==> src/rtl/calc_pkg.sv <==
// Shared calculator definitions: datapath width, divider FSM states
// and the quotient value reported on divide error.
package calc_pkg;

    // Operand width shared by the multiplier and the divider.
    localparam int CALC_WIDTH = 16;

    // Wide enough for any supported width; sliced to WIDTH at use.
    localparam logic [63:0] ERR_QUOTIENT = '1;

    typedef enum logic [1:0] {
        IDLE,
        RUN,
        DONE
    } div_state_t;

endpackage

==> src/rtl/sequential_division_if.sv <==
// Start/done handshake bundle between control and the divider.
// master: start, inputDividend, inputDivisor -> ; slave returns
// busy, done, quotient, remainder, error.
interface sequential_division_if
    import calc_pkg::*;
#(
    parameter int WIDTH = CALC_WIDTH
);

    logic                 start;
    logic [2*WIDTH-1:0]   inputDividend;
    logic [WIDTH-1:0]     inputDivisor;
    logic                 busy;
    logic                 done;
    logic [WIDTH-1:0]     quotient;
    logic [WIDTH-1:0]     remainder;
    logic                 error;

    modport master (
        output start, inputDividend, inputDivisor,
        input  busy, done, quotient, remainder, error
    );

    modport slave (
        input  start, inputDividend, inputDivisor,
        output busy, done, quotient, remainder, error
    );

endinterface

==> src/rtl/division_step.sv <==
// One restoring-division iteration: shift in a dividend bit, compare
// against the divisor, subtract if it fits. Ports: r, next_bit,
// divisor in; r_next, q_bit out.
module division_step
    import calc_pkg::*;
#(
    parameter int WIDTH = CALC_WIDTH
) (
    input  logic [WIDTH-1:0] r,
    input  logic             next_bit,
    input  logic [WIDTH-1:0] divisor,
    output logic [WIDTH-1:0] r_next,
    output logic             q_bit
);

    // Shifted remainder needs one extra bit before the compare.
    logic [WIDTH:0] r_shift;

    assign r_shift = {r, next_bit};
    assign q_bit   = (r_shift >= {1'b0, divisor});

    // After a successful subtract the result is below the divisor,
    // so truncating to WIDTH bits is lossless.
    assign r_next = q_bit ? WIDTH'(r_shift - {1'b0, divisor})
                          : r_shift[WIDTH-1:0];

endmodule

==> src/rtl/sequential_division.sv <==
// Multi-cycle restoring divider: 2W-bit dividend / W-bit divisor in
// W iterations. Ports: clk, reset_n (sync, active low), bus (slave).
module sequential_division
    import calc_pkg::*;
#(
    parameter int WIDTH = CALC_WIDTH
) (
    input  logic                  clk,
    input  logic                  reset_n,
    sequential_division_if.slave  bus
);

    localparam int CW = $clog2(WIDTH + 1);

    div_state_t       state, state_n;
    // Partial remainder; the overflow pre-check keeps it in W bits.
    logic [WIDTH-1:0] r, r_n;
    logic [WIDTH-1:0] d, d_n;
    logic [WIDTH-1:0] q, q_n;
    logic [WIDTH-1:0] dvs, dvs_n;
    logic [WIDTH-1:0] quo, quo_n;
    logic [WIDTH-1:0] rem, rem_n;
    logic             err, err_n;
    logic [CW-1:0]    cnt, cnt_n;

    logic [WIDTH-1:0] step_r;
    logic             step_q;
    logic [WIDTH-1:0] hi, lo;

    assign hi = bus.inputDividend[2*WIDTH-1:WIDTH];
    assign lo = bus.inputDividend[WIDTH-1:0];

    division_step #(
        .WIDTH (WIDTH)
    ) u_step (
        .r        (r),
        .next_bit (d[WIDTH-1]),
        .divisor  (dvs),
        .r_next   (step_r),
        .q_bit    (step_q)
    );

    always_comb begin
        state_n = state;
        r_n     = r;
        d_n     = d;
        q_n     = q;
        dvs_n   = dvs;
        quo_n   = quo;
        rem_n   = rem;
        err_n   = err;
        cnt_n   = cnt;
        unique case (state)
            IDLE, DONE: begin
                state_n = IDLE;
                if (bus.start) begin
                    dvs_n = bus.inputDivisor;
                    err_n = 1'b0;
                    // High half >= divisor means the quotient
                    // would not fit in W bits.
                    if (bus.inputDivisor == '0 ||
                        hi >= bus.inputDivisor) begin
                        state_n = DONE;
                        quo_n   = ERR_QUOTIENT[WIDTH-1:0];
                        rem_n   = '0;
                        err_n   = 1'b1;
                    end else begin
                        state_n = RUN;
                        r_n     = hi;
                        d_n     = lo;
                        q_n     = '0;
                        cnt_n   = CW'(WIDTH);
                    end
                end
            end
            RUN: begin
                r_n   = step_r;
                d_n   = {d[WIDTH-2:0], 1'b0};
                q_n   = {q[WIDTH-2:0], step_q};
                cnt_n = cnt - 1'b1;
                if (cnt == CW'(1)) begin
                    quo_n   = {q[WIDTH-2:0], step_q};
                    rem_n   = step_r;
                    state_n = DONE;
                end
            end
            default: state_n = IDLE;
        endcase
    end

    always_ff @(posedge clk) begin
        if (!reset_n) begin
            state <= IDLE;
            r     <= '0;
            d     <= '0;
            q     <= '0;
            dvs   <= '0;
            quo   <= '0;
            rem   <= '0;
            err   <= 1'b0;
            cnt   <= '0;
        end else begin
            state <= state_n;
            r     <= r_n;
            d     <= d_n;
            q     <= q_n;
            dvs   <= dvs_n;
            quo   <= quo_n;
            rem   <= rem_n;
            err   <= err_n;
            cnt   <= cnt_n;
        end
    end

    assign bus.busy      = (state == RUN);
    assign bus.done      = (state == DONE);
    assign bus.quotient  = quo;
    assign bus.remainder = rem;
    assign bus.error     = err;

endmodule

==> src/flat_wrapper.sv <==
// flat-port wrapper written by rule: the top's interface ports become plain ports
module sequential_division_flat import calc_pkg::*;
#(
    parameter int WIDTH = CALC_WIDTH
)
  (clk, reset_n, bus_start, bus_inputDividend, bus_inputDivisor, bus_busy, bus_done, bus_quotient, bus_remainder, bus_error);
  sequential_division_if #(.WIDTH(WIDTH)) bus_i ();
  input  logic clk;
  input  logic reset_n;
  input wire logic [$bits(bus_i.start)-1:0] bus_start;
  input wire logic [$bits(bus_i.inputDividend)-1:0] bus_inputDividend;
  input wire logic [$bits(bus_i.inputDivisor)-1:0] bus_inputDivisor;
  output wire logic [$bits(bus_i.busy)-1:0] bus_busy;
  output wire logic [$bits(bus_i.done)-1:0] bus_done;
  output wire logic [$bits(bus_i.quotient)-1:0] bus_quotient;
  output wire logic [$bits(bus_i.remainder)-1:0] bus_remainder;
  output wire logic [$bits(bus_i.error)-1:0] bus_error;
  assign bus_i.start = bus_start;
  assign bus_i.inputDividend = bus_inputDividend;
  assign bus_i.inputDivisor = bus_inputDivisor;
  assign bus_busy = bus_i.busy;
  assign bus_done = bus_i.done;
  assign bus_quotient = bus_i.quotient;
  assign bus_remainder = bus_i.remainder;
  assign bus_error = bus_i.error;
  sequential_division #(.WIDTH(WIDTH)) u_core (.clk(clk), .reset_n(reset_n), .bus(bus_i));
endmodule
==> config.mk <==
export PLATFORM = sky130hd
export DESIGN_NAME = sequential_division_flat
export DESIGN_NICKNAME = d
export VERILOG_FILES = /design/src/rtl/calc_pkg.sv /design/src/rtl/sequential_division_if.sv /design/src/rtl/division_step.sv /design/src/rtl/sequential_division.sv /design/src/flat_wrapper.sv
export SDC_FILE = /design/constraint.sdc
export NUM_CORES = 1
export LEC_CHECK = 0
export ABC_CLOCK_PERIOD_IN_PS = 3300
export CELL_PAD_IN_SITES_DETAIL_PLACEMENT = 0
export CELL_PAD_IN_SITES_GLOBAL_PLACEMENT = 1
export CORE_UTILIZATION = 41
export DETAILED_ROUTE_END_ITERATION = 16
export HOLD_SLACK_MARGIN = 0.08
export PLACE_DENSITY = 0.9
export RECOVER_POWER = 100
export SLEW_MARGIN = 20
export SYNTH_ARGS = -nofsm -noshare
export SYNTH_HDL_FRONTEND = slang
export SYNTH_SLANG_ARGS = --single-unit
==> constraint.sdc <==
create_clock -name clk -period 3.3 [get_ports clk]
set_clock_uncertainty 0.2 [all_clocks]
set_input_delay 0.66 -clock clk [delete_from_list [all_inputs] [get_ports clk]]
set_output_delay 0.66 -clock clk [all_outputs]
set_load 0.01 [all_outputs]
-- Word level (Yosys, flattened, before mapping)
Index checks and enable logic that the tools add are counted.
- flip-flop bits (word level): 103
- word-level logic and storage cells: 54
- add/sub/neg operators: 2
- order comparisons: 2
- equal/unequal tests: 7
- multiplexer cells: 26
- reductions and logical operators: 8
- operator list (operator ; number):
    2-to-1 mux 16 bit ; 11
    one-hot mux 16 bit (2 select lines) ; 4
    2-to-1 mux 15 bit ; 2
    one-hot mux 15 bit (2 select lines) ; 1
    greater-or-equal comparator 17 x 16 -> 1 bit ; 1
    greater-or-equal comparator 16 bit ; 1
    logical NOT 16 bit ; 1
    subtractor 16 bit ; 1
    2-to-1 mux 5 bit ; 2
    one-hot mux 5 bit (2 select lines) ; 1
    2-to-1 mux 2 bit ; 3
    == test 5 x 1 -> 1 bit (second input constant) ; 1
    subtractor 5 x 1 -> 5 bit (second input constant) ; 1
    inequality test 2 x 1 -> 1 bit (second input constant) ; 2
    inequality test 2 bit (second input constant) ; 2
    one-hot mux 2 bit (2 select lines) ; 1
    AND reduction 4 bit ; 1
    AND reduction 3 bit ; 1
    == test 2 x 1 -> 1 bit (second input constant) ; 1
    == test 2 bit (second input constant) ; 1
    logical NOT 2 bit ; 1
    AND reduction 2 bit ; 1
    nonzero test 2 bit ; 1
    OR reduction 2 bit ; 1
    2 further kinds ; 2

-- Longest topological paths before layout
- depth in word-level cells: 5
- mapped depth: 12

-- Modules after synthesis
Synthesis repeated with hierarchy kept, for this count alone.
- cell total of the unflattened synthesis: 649
- area total of the unflattened synthesis: 5441.5 um^2
- modules (own cells, without submodules) (module ; instances ; cells each ; area each (um^2) ; seq. area each (um^2)):
    sequential_division ; 1 ; 491 ; 4282.9 ; 2062.0
    division_step ; 1 ; 158 ; 1158.6 ; 0.0

-- Worst setup path before layout
No wires, ideal clock.
- kind: in2reg
- start: input port bus_inputDividend[16]
- end: register u_core.r[4]
- data arrival time: 2.445 ns
- data required time: 2.984 ns
- setup slack: 0.539 ns
- cell stages on the path: 9
- path through: inv_1 ha_1 nand2b_1 a2111oi_2 o31ai_1 o21a_1 nor2_4 mux2_2 o211a_1
- longest elaborated chain between the ends: 4
- RTL lines (element ; line ; text):
    start, declared ; flat_wrapper.sv:11 ; input wire logic [$bits(bus_i.inputDividend)-1:0] bus_inputDividend;
    greater-or-equal comparator 16 bit ; sequential_division.sv:62 ; hi >= bus.inputDivisor) begin
    logical OR 1 bit ; sequential_division.sv:61 ; if (bus.inputDivisor == '0 ||
    inequality test 2 bit (no line) ; n/a ;
    AND reduction 3 bit (no line) ; n/a ;
    end signal, assigned ; sequential_division.sv:104 ; r <= r_n;
    end, declared ; sequential_division.sv:17 ; logic [WIDTH-1:0] r, r_n;
No other way between the ends.
A chain may end at the register's enable or synchronous reset.

-- Final worst setup path
- start: input port bus_inputDivisor[7]
- end: register u_core.cnt[4]
- longest elaborated chain between the ends: 4
- elaborated cells on any way between the ends: 5
- classes of those cells: 1 x order compare; 1 x eq/ne; 3 x reduce/logical
- RTL lines (element ; line ; text):
    start, declared ; flat_wrapper.sv:12 ; input wire logic [$bits(bus_i.inputDivisor)-1:0] bus_inputDivisor;
    greater-or-equal comparator 16 bit or logical NOT 16 bit (tied branches) ; sequential_division.sv:62, sequential_division.sv:61 ;
    logical OR 1 bit (*) ; sequential_division.sv:61 ;
    inequality test 2 bit (no line) (*) ; n/a ;
    AND reduction 3 bit (no line) (*) ; n/a ;
    end signal, assigned ; sequential_division.sv:111 ; cnt <= cnt_n;
    end, declared ; sequential_division.sv:24 ; logic [CW-1:0] cnt, cnt_n;
Every way passes the cells marked *; elsewhere a longest branch is shown, timed or not.

==> summary.txt <==
Route
  • Routed vias: roughly 5,400
  • Antenna viol nets, final: 0
  • # DRC: 0
  • First-pass DRT Iterations: 5
  • Wire per inst: 17.2 um
  • Initial DRC count: 375
  • DRT Wirelength: approximately 17,000 um
  • DR vias/cell: approximately 5.6

Floorplan
  • Starting Density: between 40 and 50%
  • Core Area: roughly 13,000 um^2
  • Die height: 120 um
  • DIE AREA: between 10,000 and 15,000 um^2
  • Die W: 120 um
  • Row count: 42
  • I/O Pins: 86

Global routing
  • Grt total ovfl: 0
  • Initial antenna violation count: 0
  • First-pass GRT wire length: 27,600 um
  • Largest net degree at the start of global routing: 85
  • Total GRT Usage: between 20% and 30%
  • Vias in the first global route: ~5,500

Clocking
  • # Post-CTS Setup Buffers: 0
  • CTS H-tree lvls: 3
  • CTS buffer count: 9
  • Clock buffer depth: 2
  • Sink Count: 103
  • CTS tree: yes
  • Worst-Skew Late Latency: roughly 350 ps
  • Root Buffer: clkbuf_16
  • Clock slew at reported path FFs: 70 ps

STA
  • Worst slew margin: 49.7%
  • Period utilization: 95.5%
  • Worst Hold Slack: 249 ps
  • Setup Viol. Count Final: 0
  • Post-route setup slack: 149 ps
  • Final hold viol count: 0
  • Achievable frequency: approximately 0.32 GHz
  • RSZ-0062 raised after global routing: false
  • Final Critical Period: between 3000 and 4000 ps
  • Least-Margin Pin Slew: between 700 and 800 ps
  • Pins Over Slew Limit: 0

Placed design
  • PortBufs: 85
  • Placer congestion estimate: 0.851
  • # placed instances: 951
  • Post-DP HPWL: 12,600 um
  • Pre-CTS worst setup slack: -337 ps

Setup path
  • CP startpoint kind: primary input
  • Crit Path Max Fanout: 6
  • Crit Path Category: primary input to flop
  • FF-to-FF setup slack: 290 ps
  • CP arrival: 3200 ps
  • CP Capture Type: flop
  • Critical path required time: 3350 ps

Pwr
  • Overall power: 4.40 mW
  • Pwr Density: 605 nW/um^2
  • Leak Pwr: 2.99 nW
  • Max VDD drop: 0.000463 V

Run status
  • Run status: finished, final reports clean

Finish
  • Fillers: 1,258
  • # diodes: 0
  • Layout cells sized above 1: 10.8%
  • Final nets: 872
  • Seq. cell area: 2060 um^2
  • Multi-input gate area in the final layout: 3250 um^2
  • P&R area growth vs syn: 27.5%
  • Post-Layout Cell Count: 966

Logic synthesis
  • Synth Instances: 690
  • Post-Synth XOR/XNOR Area: 1.54%
  • Multiplexer share of the synthesized area: 7.13%
  • Mapped Avg Cell Area: about 8.3 um^2
  • Simple-Gate Fraction of Synth Area: 14.7%
  • Dominant synthesized flop cell: dfxtp_1
  • Synth Area in Adders: 7.81%
  • YS warnings: 0
  • Mapped Area: 5700 um^2
  • Largest family of logic cells by synthesized area: compound AO/OA/AOI/OAI gates
  • Syn_nets: about 780
  • Asr flop ratio synth: 0%
  • Register area share after synthesis: around 36%
  • Unique masters post-synth: 65
  • Compound-Gate Fraction of Synth Area: between 20% and 30%
  • Register bit total from synthesis: 103
  • Post-synth EDFFs: 0

Worst hold path
  • Min-delay worst type: flop to flop

Run
  • Maximum Capacitance Violations: 0
==> area by class of cell <==
cell class | instances | share of cell area (%)
clock inverters | 3 | 1.24
flip-flops and latches | 103 | 28.4
clock buffers | 12 | 3.53
inverters | 39 | 2.01
multi-input cells | 499 | 44.7
repair buffers | 134 | 17.2
well taps | 176 | 3.03
==> stage by stage <==
step	setup TNS [ps]	cell area (um^2)	util (%)
final	0	7270	54.3
after global routing	0	7270	54.3
after floorplan	0	5700	-
after detailed placement	-20810	6930	51.7
after CTS	0	7280	54.3
after global placement	-13140	6930	51.7
==> power by group <==
part	switching (mW)	internal, mW	total [mW]	leakage [nW]
Combinational	0.977	0.758	1.73	1.98
Sequential	0.0791	1.35	1.43	0.842
Clock	0.455	0.779	1.23	0.169
Total	1.51	2.89	4.40	2.99
==> worst paths after layout <==
check        cells after the start                                  from                              endpoint
max                             12                   bus_inputDivisor[7]            u_core.cnt[4]$_SDFFE_PN0P_
min                              2  u_core.bus.quotient[13]$_SDFFE_PN0P_  u_core.bus.quotient[13]$_SDFFE_PN0P_
max reg2reg                     10            u_core.dvs[1]$_SDFFE_PN0P_             u_core.r[11]$_SDFFE_PN0P_
min reg2reg                      2  u_core.bus.quotient[13]$_SDFFE_PN0P_  u_core.bus.quotient[13]$_SDFFE_PN0P_
==> cell usage after synthesis, drive strengths merged, types with 16 or more instances <==
| library cell | count | area share [%] |
|---|---|---|
| o21ai | 60 | 5.3 |
| nor2 | 37 | 2.6 |
| clkbuf | 25 | 1.7 |
| ha | 34 | 7.5 |
| a21oi | 87 | 7.7 |
| nand3 | 17 | 1.5 |
| mux2i | 38 | 6.7 |
| buf | 24 | 2.8 |
| inv | 39 | 2.6 |
| o211ai | 16 | 2.1 |
| nand2 | 80 | 5.3 |
| dfxtp | 103 | 36 |
==> repair_timing <==
action / 4_1_cts / 5_1_grt
gates resized for setup: 0 / 1
endpoints found under the setup margin: 0 / 65
hold buffers: 0 / 0
==> flip-flops by register name, indices dropped and copies added (netlist names) <==
register / cells
u_core.r: 16
u_core.dvs: 16
u_core.bus.remainder: 16
u_core.q: 15
u_core.state: 2
u_core.cnt: 5
u_core.bus.quotient: 16
u_core.d: 16
u_core.bus.error: 1
==> worst max-delay path, cell delays in order <==
cell and delay, ps:
clkdlybuf4s50_1 500, inv_1 60, ha_1 300, and4_1 180
nand2_1 90, o31ai_1 390, buf_4 180, o21ai_0 70
buf_4 170, a21oi_1 240, nor2_1 80, o221a_2 260
==> metal layers <==
layer,vias to the layer above,GRT usage (%),share of wire [%]
met1,2550,29.7,44
met5,-,0,0
met3,25,4.42,4.3
met4,0,10.4,2.7
met2,127,42.2,49
li1,2671,-,-
==> kinds of logic (layout without fill, tap and decap cells) <==
kind of cell    after synthesis  in the layout
flops                       103            103
mux                          40             40
xor+xnor                     10             10
compound gates              234            234
buf+inv                      88            188
fa+ha+maj                    35             35
simple gates                180            180
==> placed cells by master, fill, tap and decap left out, types with 3 or more instances in the layout <==
cell type	netlist	final
and4_1	3	3
nand2_1	79	79
bufinv_16	0	3
nor2b_1	3	3
o211ai_1	16	16
and2_1	5	5
a31oi_1	5	5
dfxtp_1	103	103
o211a_1	4	4
o21ai_0	59	60
nor4_1	4	4
ha_1	34	34
buf_12	0	3
dlygate4sd3_1	0	36
a211oi_1	10	9
mux2i_1	38	38
o21a_1	8	8
a211oi_2	2	3
inv_1	39	39
a21oi_1	86	86
nor2_1	36	36
o22ai_1	6	6
a21o_1	5	5
clkbuf_1	24	3
buf_4	3	43
clkbuf_16	0	9
xnor2_1	9	9
clkdlybuf4s50_1	0	49
o31ai_1	5	5
nand2b_1	7	6
a32o_1	5	5
nand3_1	17	17
nor3_1	12	12
Note: power is estimated with default switching activity, not from simulation.
